<file path="src/rtl/lu_arbiter_if.sv">
// Request/response bundle between two clients, one consumer and lu_arbiter.
// master = client/consumer side, slave = arbiter side.
interface lu_arbiter_if #(
   parameter int unsigned WIDTH = 4,
   parameter int unsigned CNT_W = 8
);
   logic             req0_valid;
   logic             req0_ready;
   logic [WIDTH-1:0] req0_a;
   logic [WIDTH-1:0] req0_b;
   logic [1:0]       req0_op;
   logic             req1_valid;
   logic             req1_ready;
   logic [WIDTH-1:0] req1_a;
   logic [WIDTH-1:0] req1_b;
   logic [1:0]       req1_op;
   logic             rsp_valid;
   logic             rsp_ready;
   logic             rsp_id;
   logic [WIDTH-1:0] rsp_data;
   logic [CNT_W-1:0] op_count;

   modport master (
      output req0_valid, req0_a, req0_b, req0_op,
      output req1_valid, req1_a, req1_b, req1_op,
      output rsp_ready,
      input  req0_ready, req1_ready,
      input  rsp_valid, rsp_id, rsp_data, op_count
   );

   modport slave (
      input  req0_valid, req0_a, req0_b, req0_op,
      input  req1_valid, req1_a, req1_b, req1_op,
      input  rsp_ready,
      output req0_ready, req1_ready,
      output rsp_valid, rsp_id, rsp_data, op_count
   );
endinterface

</file>
<file path="src/rtl/lu_arbiter.sv">
// Round-robin arbiter sharing one per-bit AND/NAND/OR/NOR logic unit between two
// requesters; IDLE -> EXEC -> RESP sequencer with a registered valid/ready response.
module lu_arbiter #(
   parameter int unsigned WIDTH = 4,
   parameter int unsigned CNT_W = 8
) (
   input logic         clk,
   input logic         rst_n,
   lu_arbiter_if.slave bus_io
);
   typedef enum logic [1:0] {StIdle, StExec, StResp} state_e;

   state_e           state_q;
   logic             prio_q;
   logic             id_q;
   logic [WIDTH-1:0] a_q;
   logic [WIDTH-1:0] b_q;
   logic [1:0]       op_q;
   logic             rsp_valid_q;
   logic             rsp_id_q;
   logic [WIDTH-1:0] rsp_data_q;
   logic [CNT_W-1:0] op_count_q;

   logic             idle;
   logic             any_req;
   logic             gnt1;
   logic [WIDTH-1:0] lu_res;

   // Requester 1 wins when alone or when both ask and priority points at it.
   always_comb begin
      idle              = (state_q == StIdle);
      any_req           = bus_io.req0_valid | bus_io.req1_valid;
      gnt1              = bus_io.req1_valid & (~bus_io.req0_valid | prio_q);
      bus_io.req0_ready = idle & bus_io.req0_valid & ~gnt1;
      bus_io.req1_ready = idle & gnt1;
   end

   // One logic-unit slice per bit: op_q[1] selects OR family, op_q[0] inverts.
   for (genvar i = 0; i < WIDTH; i++) begin : g_lu
      logic and_v;
      logic or_v;
      logic raw_v;
      assign and_v     = a_q[i] & b_q[i];
      assign or_v      = a_q[i] | b_q[i];
      assign raw_v     = op_q[1] ? or_v : and_v;
      assign lu_res[i] = raw_v ^ op_q[0];
   end

   always_ff @(posedge clk or negedge rst_n) begin
      if (!rst_n) begin
         state_q     <= StIdle;
         prio_q      <= 1'b0;
         id_q        <= 1'b0;
         a_q         <= '0;
         b_q         <= '0;
         op_q        <= '0;
         rsp_valid_q <= 1'b0;
         rsp_id_q    <= 1'b0;
         rsp_data_q  <= '0;
         op_count_q  <= '0;
      end else begin
         case (state_q)
            StIdle: begin
               if (any_req) begin
                  id_q    <= gnt1;
                  a_q     <= gnt1 ? bus_io.req1_a  : bus_io.req0_a;
                  b_q     <= gnt1 ? bus_io.req1_b  : bus_io.req0_b;
                  op_q    <= gnt1 ? bus_io.req1_op : bus_io.req0_op;
                  state_q <= StExec;
               end
            end
            StExec: begin
               rsp_data_q  <= lu_res;
               rsp_id_q    <= id_q;
               rsp_valid_q <= 1'b1;
               state_q     <= StResp;
            end
            StResp: begin
               if (bus_io.rsp_ready) begin
                  rsp_valid_q <= 1'b0;
                  op_count_q  <= op_count_q + 1'b1;
                  prio_q      <= ~rsp_id_q;
                  state_q     <= StIdle;
               end
            end
            default: state_q <= StIdle;
         endcase
      end
   end

   assign bus_io.rsp_valid = rsp_valid_q;
   assign bus_io.rsp_id    = rsp_id_q;
   assign bus_io.rsp_data  = rsp_data_q;
   assign bus_io.op_count  = op_count_q;
endmodule

</file>
<file path="src/flat_wrapper.sv">
// flat-port wrapper written by rule: the top's interface ports become plain ports
module lu_arbiter_flat 
#(
   parameter int unsigned WIDTH = 4,
   parameter int unsigned CNT_W = 8
)
  (clk, rst_n, bus_io_req0_valid, bus_io_req0_a, bus_io_req0_b, bus_io_req0_op, bus_io_req1_valid, bus_io_req1_a, bus_io_req1_b, bus_io_req1_op, bus_io_rsp_ready, bus_io_req0_ready, bus_io_req1_ready, bus_io_rsp_valid, bus_io_rsp_id, bus_io_rsp_data, bus_io_op_count);
  lu_arbiter_if #(.WIDTH(WIDTH), .CNT_W(CNT_W)) bus_io_i ();
  input logic clk;
  input logic rst_n;
  input wire logic [$bits(bus_io_i.req0_valid)-1:0] bus_io_req0_valid;
  input wire logic [$bits(bus_io_i.req0_a)-1:0] bus_io_req0_a;
  input wire logic [$bits(bus_io_i.req0_b)-1:0] bus_io_req0_b;
  input wire logic [$bits(bus_io_i.req0_op)-1:0] bus_io_req0_op;
  input wire logic [$bits(bus_io_i.req1_valid)-1:0] bus_io_req1_valid;
  input wire logic [$bits(bus_io_i.req1_a)-1:0] bus_io_req1_a;
  input wire logic [$bits(bus_io_i.req1_b)-1:0] bus_io_req1_b;
  input wire logic [$bits(bus_io_i.req1_op)-1:0] bus_io_req1_op;
  input wire logic [$bits(bus_io_i.rsp_ready)-1:0] bus_io_rsp_ready;
  output wire logic [$bits(bus_io_i.req0_ready)-1:0] bus_io_req0_ready;
  output wire logic [$bits(bus_io_i.req1_ready)-1:0] bus_io_req1_ready;
  output wire logic [$bits(bus_io_i.rsp_valid)-1:0] bus_io_rsp_valid;
  output wire logic [$bits(bus_io_i.rsp_id)-1:0] bus_io_rsp_id;
  output wire logic [$bits(bus_io_i.rsp_data)-1:0] bus_io_rsp_data;
  output wire logic [$bits(bus_io_i.op_count)-1:0] bus_io_op_count;
  assign bus_io_i.req0_valid = bus_io_req0_valid;
  assign bus_io_i.req0_a = bus_io_req0_a;
  assign bus_io_i.req0_b = bus_io_req0_b;
  assign bus_io_i.req0_op = bus_io_req0_op;
  assign bus_io_i.req1_valid = bus_io_req1_valid;
  assign bus_io_i.req1_a = bus_io_req1_a;
  assign bus_io_i.req1_b = bus_io_req1_b;
  assign bus_io_i.req1_op = bus_io_req1_op;
  assign bus_io_i.rsp_ready = bus_io_rsp_ready;
  assign bus_io_req0_ready = bus_io_i.req0_ready;
  assign bus_io_req1_ready = bus_io_i.req1_ready;
  assign bus_io_rsp_valid = bus_io_i.rsp_valid;
  assign bus_io_rsp_id = bus_io_i.rsp_id;
  assign bus_io_rsp_data = bus_io_i.rsp_data;
  assign bus_io_op_count = bus_io_i.op_count;
  lu_arbiter #(.WIDTH(WIDTH), .CNT_W(CNT_W)) u_core (.clk(clk), .rst_n(rst_n), .bus_io(bus_io_i));
endmodule
</file>
<file path="config.mk">
export PLATFORM = sky130hd
export DESIGN_NAME = lu_arbiter_flat
export DESIGN_NICKNAME = d
export VERILOG_FILES = /design/src/rtl/lu_arbiter_if.sv /design/src/rtl/lu_arbiter.sv /design/src/flat_wrapper.sv
export SDC_FILE = /design/constraint.sdc
export NUM_CORES = 1
export LEC_CHECK = 0
export BUFFER_PORTS_ARGS = -buffer_cell sky130_fd_sc_hd__buf_2
export CAP_MARGIN = 25
export CORE_UTILIZATION = 53
export CTS_BUF_LIST = sky130_fd_sc_hd__clkbuf_8
export DETAILED_ROUTE_END_ITERATION = 16
export GPL_TIMING_DRIVEN = 1
export PLACE_DENSITY = 0.84
export REMOVE_ABC_BUFFERS = 1
export SETUP_SLACK_MARGIN = 0.2
export SLEW_MARGIN = 10
export SYNTH_ARGS = -nofsm -noshare
export SYNTH_HDL_FRONTEND = slang
export SYNTH_SLANG_ARGS = --single-unit
</file>
<file path="constraint.sdc">
create_clock -name clk -period 1.25 [get_ports clk]
set_input_delay 0.0625 -clock clk [delete_from_list [all_inputs] [get_ports clk]]
set_output_delay 0.0625 -clock clk [all_outputs]
set_load 0.01 [all_outputs]
</file>
Word-level counts from Yosys, hierarchy flattened. Cells that the tools add are included. Widths: inputs -> output; s select.

Add/subtract/negate cells: 1. Equality and inequality tests: 4. Multiplexer cells: 12. Bitwise gates (word level): 21. Reduce and logical (&&, ||, !) cells: 6.

Operators with widths (count): $add 8x1->8 const B (1); $and 1x1->1 (8); $mux 4 (2); $reduce_and 2->1 (4); $mux 2 (3); $or 1x1->1 (6); $pmux 2 s3 (1); $mux 1 (5); $ne 2x2->1 const B (2); $xor 1x1->1 (4); $not 1->1 (3); $eq 2x1->1 const B (1); $eq 2x2->1 const B (1); $logic_not 2->1 (1); $pmux 1 s2 (1); $reduce_bool 2->1 (1).

Register bits: 28. Input port bits: 25. Output and inout port bits: 16. Word-level logic and storage cells: 54.

Longest topological paths before layout. Gate-level depths: netlist of run 1.

Depth in word-level cells: 5. Gate-level depth with buffers: 4. Gate-level depth less buffers: 4.

Worst setup path before layout of run 1. No wires, ideal clock.

Path kind: register -> register. From: register u_core.op_count_q[0], in the netlist u_core.bus_io.op_count[0]. To: register u_core.op_count_q[4], in the netlist u_core.bus_io.op_count[4]. Setup time: 0.127 ns. Arrival: 1.033 ns. Data required time: 1.123 ns. Path slack: 0.090 ns. Stages on the path, launching flop included: 5. Cell sequence: dfrtp_1 ha_1 and4b_1 nand3_1 xnor2_1.

Longest elaborated chain between the ends: 1.

RTL lines: start: declaration (line lu_arbiter.sv:22) `logic [CNT_W-1:0] op_count_q;`; start signal: assignment (line lu_arbiter.sv:81) `op_count_q <= op_count_q + 1'b1;`; $add 8x1->8 (line lu_arbiter.sv:81).

Every way passes these cells. A chain may end at the register's enable or synchronous reset.

Worst setup path after layout of run 1.
From: register u_core.prio_q. To: output bus_io_req0_ready.

Longest elaborated chain between the ends: 4.

RTL lines: start: declaration (line lu_arbiter.sv:14) `logic prio_q;`; start signal: assignment (line lu_arbiter.sv:82) `prio_q <= ~rsp_id_q;`; $or 1x1->1 (line lu_arbiter.sv:33) `gnt1 = bus_io.req1_valid & (~bus_io.req0_valid | prio_q);`; $and 1x1->1 (line lu_arbiter.sv:33); $not 1->1 (line lu_arbiter.sv:34) `bus_io.req0_ready = idle & bus_io.req0_valid & ~gnt1;`; $and 1x1->1 (line lu_arbiter.sv:34); end: declaration (line flat_wrapper.sv:20) `output wire logic [$bits(bus_io_i.req0_ready)-1:0] bus_io_req0_ready;`.

Every way passes these cells.

==> results of run 1 <==
==> routing by layer <==
| metal | global-route usage (%) | vias up | share of wire [%] | wire, um |
|---|---|---|---|---|
| met5 | 0 | - | 0 | 0 |
| met2 | 41.1 | 37 | 53 | 1640 |
| met4 | 11.8 | 0 | 1.5 | 48 |
| met1 | 30.5 | 544 | 43 | 1340 |
| li1 | - | 560 | - | - |
| met3 | 4.06 | 5 | 2.8 | 86 |
==> where the power goes <==
part | total (mW) | switching [mW] | internal, mW | leakage, nW
clock | 0.706 | 0.277 | 0.429 | 0.0357
sequential | 1.71 | 0.390 | 1.32 | 0.332
combinational | 2.06 | 0.967 | 1.09 | 0.532
total | 4.47 | 1.63 | 2.83 | 0.900
==> flip-flops by register name, summed over array words and instances, names as in the netlist <==
signal                   cells
u_core.op_q                  2
u_core.a_q                   4
u_core.prio_q                1
u_core.bus_io.op_count       8
u_core.bus_io.rsp_valid      1
u_core.b_q                   4
u_core.bus_io.rsp_id         1
u_core.bus_io.rsp_data       4
u_core.id_q                  1
u_core.state_q               2
==> final timing paths <==
path | startpoint | endpoint | slack (ns) | depth (start not counted)
max in group asynchronous | rst_n | u_core.state_q[0] | 0.49 | 2
min in group asynchronous | rst_n | u_core.bus_io.op_count[4] | 0.32 | 2
setup reg to reg | u_core.prio_q | u_core.op_q[0] | -0.02 | 5
hold / removal | bus_io_rsp_ready | u_core.state_q[1] | 0.02 | 2
hold reg to reg | u_core.bus_io.op_count[7] | u_core.bus_io.op_count[7] | 0.48 | 1
setup / recovery | u_core.prio_q | bus_io_req0_ready | -0.11 | 4
==> through the flow <==
stage                     worst slack (ns)  total power [mW]  setup TNS, ns  util, %
after floorplan                    -0.0924              2.61         -0.909        -
after global placement               0.113              3.08              0     65.0
after detailed placement            0.0560              3.20              0     65.0
after CTS                          -0.0947              4.20         -0.210     72.0
after global routing                -0.154              4.77         -0.777     76.0
final                               -0.105              4.47         -0.205     76.0
==> synth_stat cells, drive strengths merged <==
master and number:
nand3 3, o21ai 17, o32ai 1, clkbuf 4, nand4 1, and2b 1, nand3b 11, nor2 2
and3 2, and4b 1, or2 1, inv 2, mux2 1, ha 1, nor3 3, and2 1
buf 4, or2b 1, dfrtp 28, xnor2 7, nand2 9, a31oi 10, maj3 4, xor2 4
a21oi 10, nand2b 2
==> what timing repair did <==
action,4_1_cts,5_1_grt
endpoints found under the setup margin,27,26
resized for setup,21,22
gates cloned,0,1
hold buffers,1,0
pin swaps,23,3
setup buffers,6,1
hold endpoints to repair,28,0
==> critical path: stages, from the launching register on <==
cell and delay (ns):
dfrtp_1 0.40, and2b_2 0.22, nand2b_4 0.13, and3_4 0.17
buf_6 0.10
==> layout make-up <==
class                   count  area (um^2)
multi-input cells          94          731
flip-flops and latches     28          707
fillers                   156          589
repair buffers             51          312
clock buffers               3         41.3
well taps                  30         37.5
clock inverters             1         30.0
inverters                   2         7.51
==> cell families (layout without fill, tap and decap cells) <==
family / count (synthesis) / count (layout) / share of synthesized area, %
adders and majority gates: 5 / 5 / 3.85
AOI/OAI and AO/OA: 38 / 38 / 15.1
xor gates and xnor gates: 11 / 11 / 7.06
and+or+nand+nor: 38 / 39 / 18.2
muxes: 1 / 1 / 0.826
buffers and inverters: 10 / 57 / 3.58
DFF: 28 / 28 / 51.4
==> results.md, run 1 <==
Pwr:
- The power per cell area is 2400 nW/um^2.
- IR analysis of the VDD net gives a maximum drop of around 1400 uV.
- Summed over all cells, the static leakage comes to between 0.8 and 0.9 nW.

Cells and area:
- The final standard cell area without fillers is between 1500 and 2000 um^2.
- In the layout the commonest cells are 39 x buf_2, 23 x dfrtp_1.
- The repair_antennas step left the layout with diodes totalling 0.
- From synthesis to final layout, the design area changed by 36.8%.
- The share of layout cells above drive strength 1 is 47.5%.
- The net total in the final layout is about 200.
- The count of cells in the finished layout, fillers not included, comes to about 210.
- The most common cell after layout, fill and taps aside is buf_2.

Clocking:
- The clock transition at the registers of the reported paths is about 0.09 ns.
- TritonCTS created 3 clock buffers.
- The cell sitting at the root of the clock tree is a clkbuf_8.
- The count of clock tree sinks is 28.
- CTS built an H-tree with a depth of 1.
- For the worst-skew pair, the clock arrives at the later sink with an insertion delay of 0.27 ns.
- The clock tree from TritonCTS is yes.
- The longest clock path from root to sink contains 2 buffers.

Critical path:
- STA classifies the critical path endpoint as a primary output.
- The critical path is of the reg2out type.
- The kind of launch point of the worst setup path is a flip-flop.
- The signal arrival time at the worst endpoint is ~1.3 ns.
- In this run the worst path has a maximum fanout of 3.
- Data on the critical path is required at its endpoint by 1.19 ns.

Floorplan:
- The die covers between 2000 and 3000 um^2.
- The number of primary I/O pins is 41.
- Measured along the y axis, the die boundary spans roughly 53 um.
- The floorplan has 18 rows.
- Measured along the x axis, the die boundary spans between 50 and 60 um.
- In this run the standard cell core region covers roughly 2500 um^2.
- The initial utilization of the core area, before any placement, comes to 55.6%.

Timing:
- In this run the tightest slew margin relative to its limit is between 50% and 60%.
- The final hold violation count is 0.
- The transition time at the pin with the least slew margin is 0.611 ns.
- The highest attainable clock frequency is 738 MHz.
- The clock skew after layout is 0.00218 ns.
- Setup repair after global routing could not meet its margin everywhere.
- Across all hold checks on the routed design, the worst slack comes to 0.0198 ns.
- In the finished design, the share of the clock period the worst path needs comes to 108%.
- The final setup violation count is 3.
- The max-slew violation count is 0.
- After layout, the worst setup slack is -0.105 ns.
- After layout, the minimum clock period comes to about 1.4 ns.

Route:
- The detail route stage leaves a number of antenna-violating nets equal to 0.
- The detailed router's first-iteration violation count is 14.
- The routed design has approximately 3100 um of wire.
- The number of detailed-route iterations in the first pass is 10.
- Dividing the detail-routed via count by the number of cells gives 5.48.
- The detailed router placed between 1,000 and 1,500 vias in this run.
- The remaining design rule violation count is 2.
- Dividing the detail-routed wire length by the instance count gives between 10 and 15 um.

Place:
- Summing all placed instances gives a cell area of ~1600 um^2.
- The routability-driven placement congestion ratio is slightly below 0.8.
- The instance count after placement with tap cells included is around 200.
- The placed wire-length estimate is 2050 um.
- During placement, the flow inserted port buffers numbering 40.

Status:
- The checks that failed: DRC, setup timing.
- The run finished, with violations left.

Logic synthesis:
- Of the post-synthesis cell area, the dominant cell type holds ~51%.
- The number of different library cells in the post-synthesis netlist is 29.
- A synthesized cell averages 10.4 um^2.
- Of all cell types, the one taking the most synthesized area is dfrtp_1.
- The number of synthesized register bits is 28.
- After synthesis, the cell types taking the most area are dfrtp_1 51%, o21ai_0 6.2%, nand3b_1 5.5%.
- The gate count of the mapped netlist is approximately 130.
- For this run, the number of Yosys warnings is 0.
- The proportion of synthesized chip area in sequential cells is just over 50%.
- After synthesis the cells add up to 1360 um^2.

Hold path:
- The worst min-delay path class is in2reg.

GRT:
- The via count of the first global-routing pass is roughly 1,100.
- Global routing used around 25% of the available tracks across all layers.
- The first global-routing pass estimated 4860 um of wire.
- The pin count of the biggest net entering global routing is 29.
- The total global routing overflow is 0.
- The number of antenna violations at the first check in global routing is 0.

Job:
- Max-cap violations in this run came to 0.
No activity file was read; power rests on OpenSTA's default activity.
==> run 2: changes to the inputs <==
--- a/config.mk
+++ b/config.mk
@@ -10,7 +10,7 @@
 export CORE_UTILIZATION = 53
 export CTS_BUF_LIST = sky130_fd_sc_hd__clkbuf_8
 export DETAILED_ROUTE_END_ITERATION = 16
-export GPL_TIMING_DRIVEN = 1
+export GPL_TIMING_DRIVEN = 0
 export PLACE_DENSITY = 0.84
 export REMOVE_ABC_BUFFERS = 1
 export SETUP_SLACK_MARGIN = 0.2
==> results.md, run 2 (same netlist as run 1, synthesis figures left out) <==
Status:
- The run finished, with violations left.
- The checks that failed: DRC, setup timing.

Cells and area:
- The flip-flop count of the largest register after layout is 8 (unchanged).
- In the layout the commonest cells are 38 x buf_2, 23 x dfrtp_1, 15 x buf_6.
- The net total in the final layout was 217 (+5.3%).
- The area growth from synthesis to layout is 47.2%.
- The share of layout cells above drive strength 1 was 55.6% (+8.1 points).
- The final standard cell area without fillers came to 2010 um^2 (+7.6%).
- The number of diodes added for antenna fixing is 0 (unchanged).
- The fraction of the core area covered by cells at the end of the flow was 81.8% (+5.8 points).
- The library cell used most frequently in the layout, excluding fill and tap cells, is buf_2.

Clocking:
- The clock transition at the registers of the reported paths is 0.09 ns (about the same).
- TritonCTS built the clock tree.
- The maximum buffer depth of the clock tree is 2 (unchanged).
- The tree is rooted in a clkbuf_8.
- The CTS H-tree depth is 1 (unchanged).
- The count of clock tree sinks is 28 (unchanged).
- The clock buffer count from CTS was 3 (unchanged).
- The worst-skew pair later-pin latency is 0.27 ns (about the same).

Timing:
- The setup slack of the critical path after layout is -0.137 ns (-0.0323 ns).
- Setup repair after global routing could not meet its margin everywhere.
- The relative slew slack came to 58.7% (-0.58 points).
- The transition time at the pin with the least slew margin is 0.620 ns (+0.00877 ns).
- The final hold violation count is 0 (unchanged).
- The final worst-path cycle share is 111% (+2.6 points).
- The final critical path time including I/O delays and setup came to 1.39 ns (+0.0323 ns).
- The max-slew violation count came to 0 (unchanged).
- The highest attainable clock frequency is 721 MHz (-2.3%).
- The clock skew after layout is 0.00304 ns (+0.000861 ns).
- The final setup violation count is 8 (+5).
- The final-layout worst hold slack came to 0.0311 ns (+0.0113 ns).

Pwr:
- The share of power burned in the clock network is 9.8% (-6.0 points).
- The internal power is 2.94 mW (+3.8%).
- The sequential group share of total power came to 36.6% (-1.6 points).
- The portion of total power attributed to combinational logic came to 53.6% (+7.6 points).
- The power dissipated by switching net loads was 1.93 mW (+18%).
- The highest ir drop seen on vdd is 1580 uV (+13%).
- The power per cell area is 2430 nW/um^2 (+1.4%).
- The reported leakage power is 0.970 nW (+7.8%).
- The share of total power consumed by net switching was 39.6% (+3.0 points).

Route:
- The number of routed nets with antenna violations was 0 (unchanged).
- The number of detailed-route iterations in the first pass is 10 (unchanged).
- The detailed router's first-iteration violation count is 19 (+5).
- The total via count after detailed routing came to 1,305 (+14%).
- The post-detailed-routing wire length is 4070 um (+31%).
- The detail-routed via count per cell was 5.96 (+8.7%).
- The per-cell routed wire length is 18.6 um (+25%).
- The remaining design rule violation count is 2 (unchanged).

Floorplan:
- The total core area is 2450 um^2 (unchanged).
- The die boundary width came to 52.7 um (unchanged).
- The number of primary I/O pins came to 41 (unchanged).
- The die height is 52.7 um (unchanged).
- The effective utilization at floorplan came to 55.6% (unchanged).
- The floorplan row count is 18 (unchanged).
- The area of the die is 2780 um^2 (unchanged).

Critical path:
- The cell count of the worst reg-to-reg path came to 6 (+1).
- The kind of launch point of the worst setup path is a flip-flop.
- The biggest fanout along the worst timing path is 3 (unchanged).
- The critical path endpoint category is a primary output.
- The worst path required time was 1.19 ns (about the same).
- The signal arrival time at the worst endpoint is 1.32 ns (+0.03 ns).
- The setup path with the least slack is of type reg2out.

Place:
- The worst slack after detailed placement was -0.337 ns (-0.393 ns).
- The area after detailed placement is 1560 um^2 (-2.2%).
- The number of buffers added on ports is 40 (unchanged).
- The routability-driven placement congestion ratio is 0.810 (+5.2%).
- The placed wire-length estimate came to 1900 um (-7.1%).

Job:
- The max-capacitance violation count was 0 (unchanged).

GRT:
- The via count of the first global-routing pass is 1,211 (+13%).
- The pin count of the biggest net entering global routing is 29 (unchanged).
- The first-pass GRT wire length is 5930 um (+22%).
- The total global routing overflow came to 0 (unchanged).
- The overall track demand over capacity in global routing is 30.4% (+5.8 points).
- The number of antenna violations at the first check in global routing is 0 (unchanged).

Hold path:
- The tightest min-delay check is of the in2reg type.
- The number of cells on the worst hold path was 3 (+1).
run 2: timing repair:
item                       CTS  global route
setup buffers               15             2
gates cloned                 4             1
pin swaps                   26             9
hold buffers                 1             0
hold endpoints to repair    28             0
gates resized for setup     60            16
setup endpoints to repair   28            32
run 2: layout make-up:
class,instances,area (um^2)
multi-input combinational,97,807
inverter,2,7.51
sequential,28,707
tap,30,37.5
clock buffer,3,41.3
timing repair buffer,59,407
fill,130,448
run 2: metal layers:
layer	GRT usage, %	wire length [um]
met2	54.4	2210
met4	11.0	120
met3	4.64	201
met1	36.3	1550
met5	0	0
run 2: worst paths after layout:
| check | start | endpoint | slack, ns |
|---|---|---|---|
| max in group asynchronous | rst_n | u_core.op_q[1] | 0.47 |
| min in group asynchronous | rst_n | u_core.bus_io.op_count[6] | 0.34 |
| min reg2reg | u_core.bus_io.op_count[7] | u_core.bus_io.op_count[7] | 0.50 |
| max reg2reg | u_core.prio_q | u_core.op_q[0] | -0.07 |
| max | u_core.prio_q | bus_io_req0_ready | -0.14 |
| min | bus_io_req0_a[0] | u_core.a_q[0] | 0.03 |
run 2: critical path: stages, from the launching register on:
cell      delay, ns
dfrtp_1        0.40
and2b_4        0.26
nand2b_4       0.13
and3_4         0.17
buf_6          0.09
run 2: power by group through the flow:
stage,Clock [mW],Combinational (mW),Sequential (mW)
2_1_floorplan,0,0.941,1.67
3_3_place_gp,0,1.37,1.63
3_5_place_dp,0,1.43,1.65
4_1_cts,0.476,2.19,1.67
5_1_grt,0.505,2.79,1.81
6_report,0.477,2.61,1.79
run 2: through the flow:
| stage | power [mW] | setup TNS, ns | cells |
|---|---|---|---|
| after floorplan | 2.61 | -0.909 | 123 |
| after global placement | 3.00 | -3.39 | 193 |
| after detailed placement | 3.08 | -3.93 | 193 |
| after CTS | 4.33 | -0.230 | 216 |
| after global routing | 5.11 | -1.03 | 219 |
| final | 4.87 | -0.517 | 219 |
==> run 3: changes to the inputs <==
--- a/config.mk
+++ b/config.mk
@@ -7,11 +7,14 @@
 export LEC_CHECK = 0
 export BUFFER_PORTS_ARGS = -buffer_cell sky130_fd_sc_hd__buf_2
 export CAP_MARGIN = 25
-export CORE_UTILIZATION = 53
+export CELL_PAD_IN_SITES_DETAIL_PLACEMENT = 2
+export CELL_PAD_IN_SITES_GLOBAL_PLACEMENT = 2
+export CORE_MARGIN = 1
+export CORE_UTILIZATION = 32
 export CTS_BUF_LIST = sky130_fd_sc_hd__clkbuf_8
 export DETAILED_ROUTE_END_ITERATION = 16
 export GPL_TIMING_DRIVEN = 0
-export PLACE_DENSITY = 0.84
+export PLACE_DENSITY = 0.83
 export REMOVE_ABC_BUFFERS = 1
 export SETUP_SLACK_MARGIN = 0.2
 export SLEW_MARGIN = 10
==> results.md, run 3 (same netlist as run 1, synthesis figures left out) <==
Status:
- The run finished, with violations left.
- The final reports fail on setup timing.

Route:
- The number of routed nets with antenna violations is 0 (unchanged).
- The detail-routed via count per cell was 5.40 (-9.3%).
- The per-cell routed wire length is 25.4 um (+37%).
- The number of detailed-route iterations in the first pass is 4 (-6).
- The total via count after detailed routing is 1,297 (-0.61%).
- The detailed router's first-iteration violation count is 36 (+17).
- The remaining design rule violation count is 0 (-2).
- The post-detailed-routing wire length is 6100 um (+50%).

Timing:
- The final hold violation count is 0 (unchanged).
- The transition time at the pin with the least slew margin is 0.658 ns (+0.0380 ns).
- The clock skew after layout is 0.0104 ns (+0.00734 ns).
- The final critical path time including I/O delays and setup is 1.43 ns (+0.0460 ns).
- The setup slack of the critical path after layout is -0.183 ns (-0.0460 ns).
- The highest attainable clock frequency is 698 MHz (-3.2%).
- The max-slew violation count is 0 (unchanged).
- The final worst-path cycle share is 115% (+3.7 points).
- Setup repair after global routing could not meet its margin everywhere.
- The final setup TNS is -0.644 ns (-0.127 ns).
- The final setup violation count is 13 (+5).
- The relative slew slack is 56.1% (-2.5 points).

Cells and area:
- The area taken by multi-input logic gates is 855 um^2 (+5.9%).
- The net total in the final layout is 216 (-0.46%).
- The number of inserted filler cells in the final layout is 413 (+220%).
- Leaving out fill and tap cells, the most frequent cells in the layout are 37 x buf_2, 23 x dfrtp_1, 14 x buf_6.
- The sequential cell area is 707 um^2 (unchanged).
- The flip-flop count of the largest register after layout is 8 (unchanged).
- The growth of design area from synthesis to finish is 53.0%.
- The share of layout cells above drive strength 1 is 57.7% (+2.1 points).
- The final standard cell area without fillers came to 2090 um^2 (+4.0%).
- The library cell used most frequently in the layout, excluding fill and tap cells, is buf_2.

Floorplan:
- The floorplan row count is 23 (+5).
- The total core area was 4060 um^2 (+65%).
- The die height was 67.3 um (+28%).
- The effective utilization at floorplan is 33.6% (-22 points).
- The number of primary I/O pins is 41 (unchanged).
- The area of the die is 4530 um^2 (+63%).
- The die boundary width is 67.3 um (+28%).

Critical path:
- The setup slack of the worst register-to-register path is -0.06 ns (about the same).
- The startpoint identified for the worst register-to-register timing path is u_core.prio_q.
- In this run the critical register-to-register path is captured at u_core.a_q[1].
- The startpoint of the most critical setup path is u_core.prio_q.
- The worst setup path is captured at a primary output.
- The cell count of the worst reg-to-reg path is 5 (-1).
- The worst path required time came to 1.19 ns (about the same).
- The biggest fanout along the worst timing path is 3 (unchanged).
- The signal arrival time at the worst endpoint is 1.37 ns (+0.05 ns).
- The worst setup path is of the reg2out kind.
- The kind of launch point of the worst setup path is a flip-flop.

Pwr:
- The total power was 5.30 mW (+8.8%).
- The highest ir drop seen on vdd came to 771 uV (-51%).
- The power per cell area is 2540 nW/um^2 (+4.6%).
- The reported leakage power is 0.987 nW (+1.7%).

Job:
- The max-capacitance violation count is 0 (unchanged).

Hold path:
- The launch instance of the worst min-delay path is bus_io_req1_b[0].
- The terminating pin of the worst hold path is u_core.b_q[0].
- The number of cells on the worst hold path came to 3 (unchanged).
- The worst min-delay path class is in2reg.

Clocking:
- The clock buffer count from CTS is 3 (unchanged).
- The clock transition at the registers of the reported paths is 0.11 ns (+0.02 ns).
- The worst-skew pair later-pin latency came to 0.28 ns (about the same).
- The count of clock tree sinks was 28 (unchanged).
- The root buffer cell chosen for the clock tree is clkbuf_8.
- The CTS H-tree depth came to 1 (unchanged).
- The maximum buffer depth of the clock tree is 2 (unchanged).
- The clock tree from TritonCTS is yes.

GRT:
- The number of antenna violations at the first check in global routing is 1 (+1).
- The total global routing overflow was 0 (unchanged).
- The via count of the first global-routing pass came to 1,418 (+17%).
- The first-pass GRT wire length was 8100 um (+37%).
- The overall track demand over capacity in global routing came to 26.1% (-4.3 points).
- The pin count of the biggest net entering global routing is 29 (unchanged).

Place:
- The placed wire-length estimate is 2800 um (+47%).
- The number of buffers added on ports is 40 (unchanged).
- The area after detailed placement is 1590 um^2 (+1.6%).
- The routability-driven placement congestion ratio came to 0.686 (-15%).
- The worst slack after detailed placement was -0.431 ns (-0.0940 ns).
[run 3: cell count changes in the layout (fill, tap and decap cells not counted), moves of 2 or more]
| cell | previous run | this run |
|---|---|---|
| a21oi_1 | 8 | 10 |
| a21oi_2 | 2 | 0 |
| nand2_1 | 7 | 4 |
| nand2_2 | 2 | 4 |
| o21ai_0 | 2 | 7 |
| o21ai_1 | 11 | 7 |
[run 3: worst max path at each step]
stage | cells past startpoint | slack [ns] | endpoint
2_1_floorplan | 3 | -0.09 | u_core.id_q
5_1_grt | 4 | -0.23 | bus_io_req0_ready
3_5_place_dp | 3 | -0.43 | u_core.id_q
3_3_place_gp | 3 | -0.34 | u_core.id_q
6_report | 4 | -0.18 | bus_io_req0_ready
4_1_cts | 4 | -0.14 | bus_io_req0_ready
[run 3: worst max-delay path: stages (launching register included)]
cell and delay, ns:
dfrtp_1 0.40, and2b_4 0.26, nand2b_4 0.14, and3_4 0.19, buf_6 0.09
[run 3: power breakdown]
group	total, mW	leakage, nW	internal [mW]	switching [mW]
clock	0.592	0.0288	0.283	0.309
sequential	1.84	0.332	1.32	0.526
combinational	2.87	0.626	1.47	1.40
total	5.30	0.987	3.07	2.23
[run 3: per-stage QoR]
| step | hold WS [ns] | utilization, % | cells |
|---|---|---|---|
| finish | 0.0521 | 51.4 | 240 |
| global route | 0.0521 | 51.4 | 240 |
| CTS | 0.0396 | 46.1 | 232 |
| detailed placement | 0.123 | 39.1 | 213 |
| global placement | 0.0985 | 39.1 | 213 |
| floorplan | -0.233 | - | 123 |
[run 3: area by class of cell]
class / count / share of cell area (%)
inverter: 2 / 0.360
clock buffer: 4 / 2.64
sequential: 28 / 33.9
antenna: 1 / 0.120
timing repair buffer: 58 / 19.1
multi-input combinational: 97 / 40.9
tap: 50 / 3.00
[run 3: timing repair]
action	4_1_cts	5_1_grt
endpoints found under the hold margin	28	0
pin swaps	21	11
resized for setup	40	39
hold buffers	1	0
cloned	3	1
endpoints found under the setup margin	28	33
buffers inserted	11	6
[run 3: routing by layer]
| metal | vias to the layer above | routed length, um | global-route usage (%) | share of wire [%] |
|---|---|---|---|---|
| met3 | 12 | 233 | 2.20 | 3.8 |
| met4 | 0 | 200 | 14.4 | 3.3 |
| met5 | - | 0 | 0 | 0 |
| met1 | 647 | 2410 | 31.8 | 39 |
| met2 | 54 | 3260 | 45.3 | 53 |
| li1 | 584 | - | - | - |
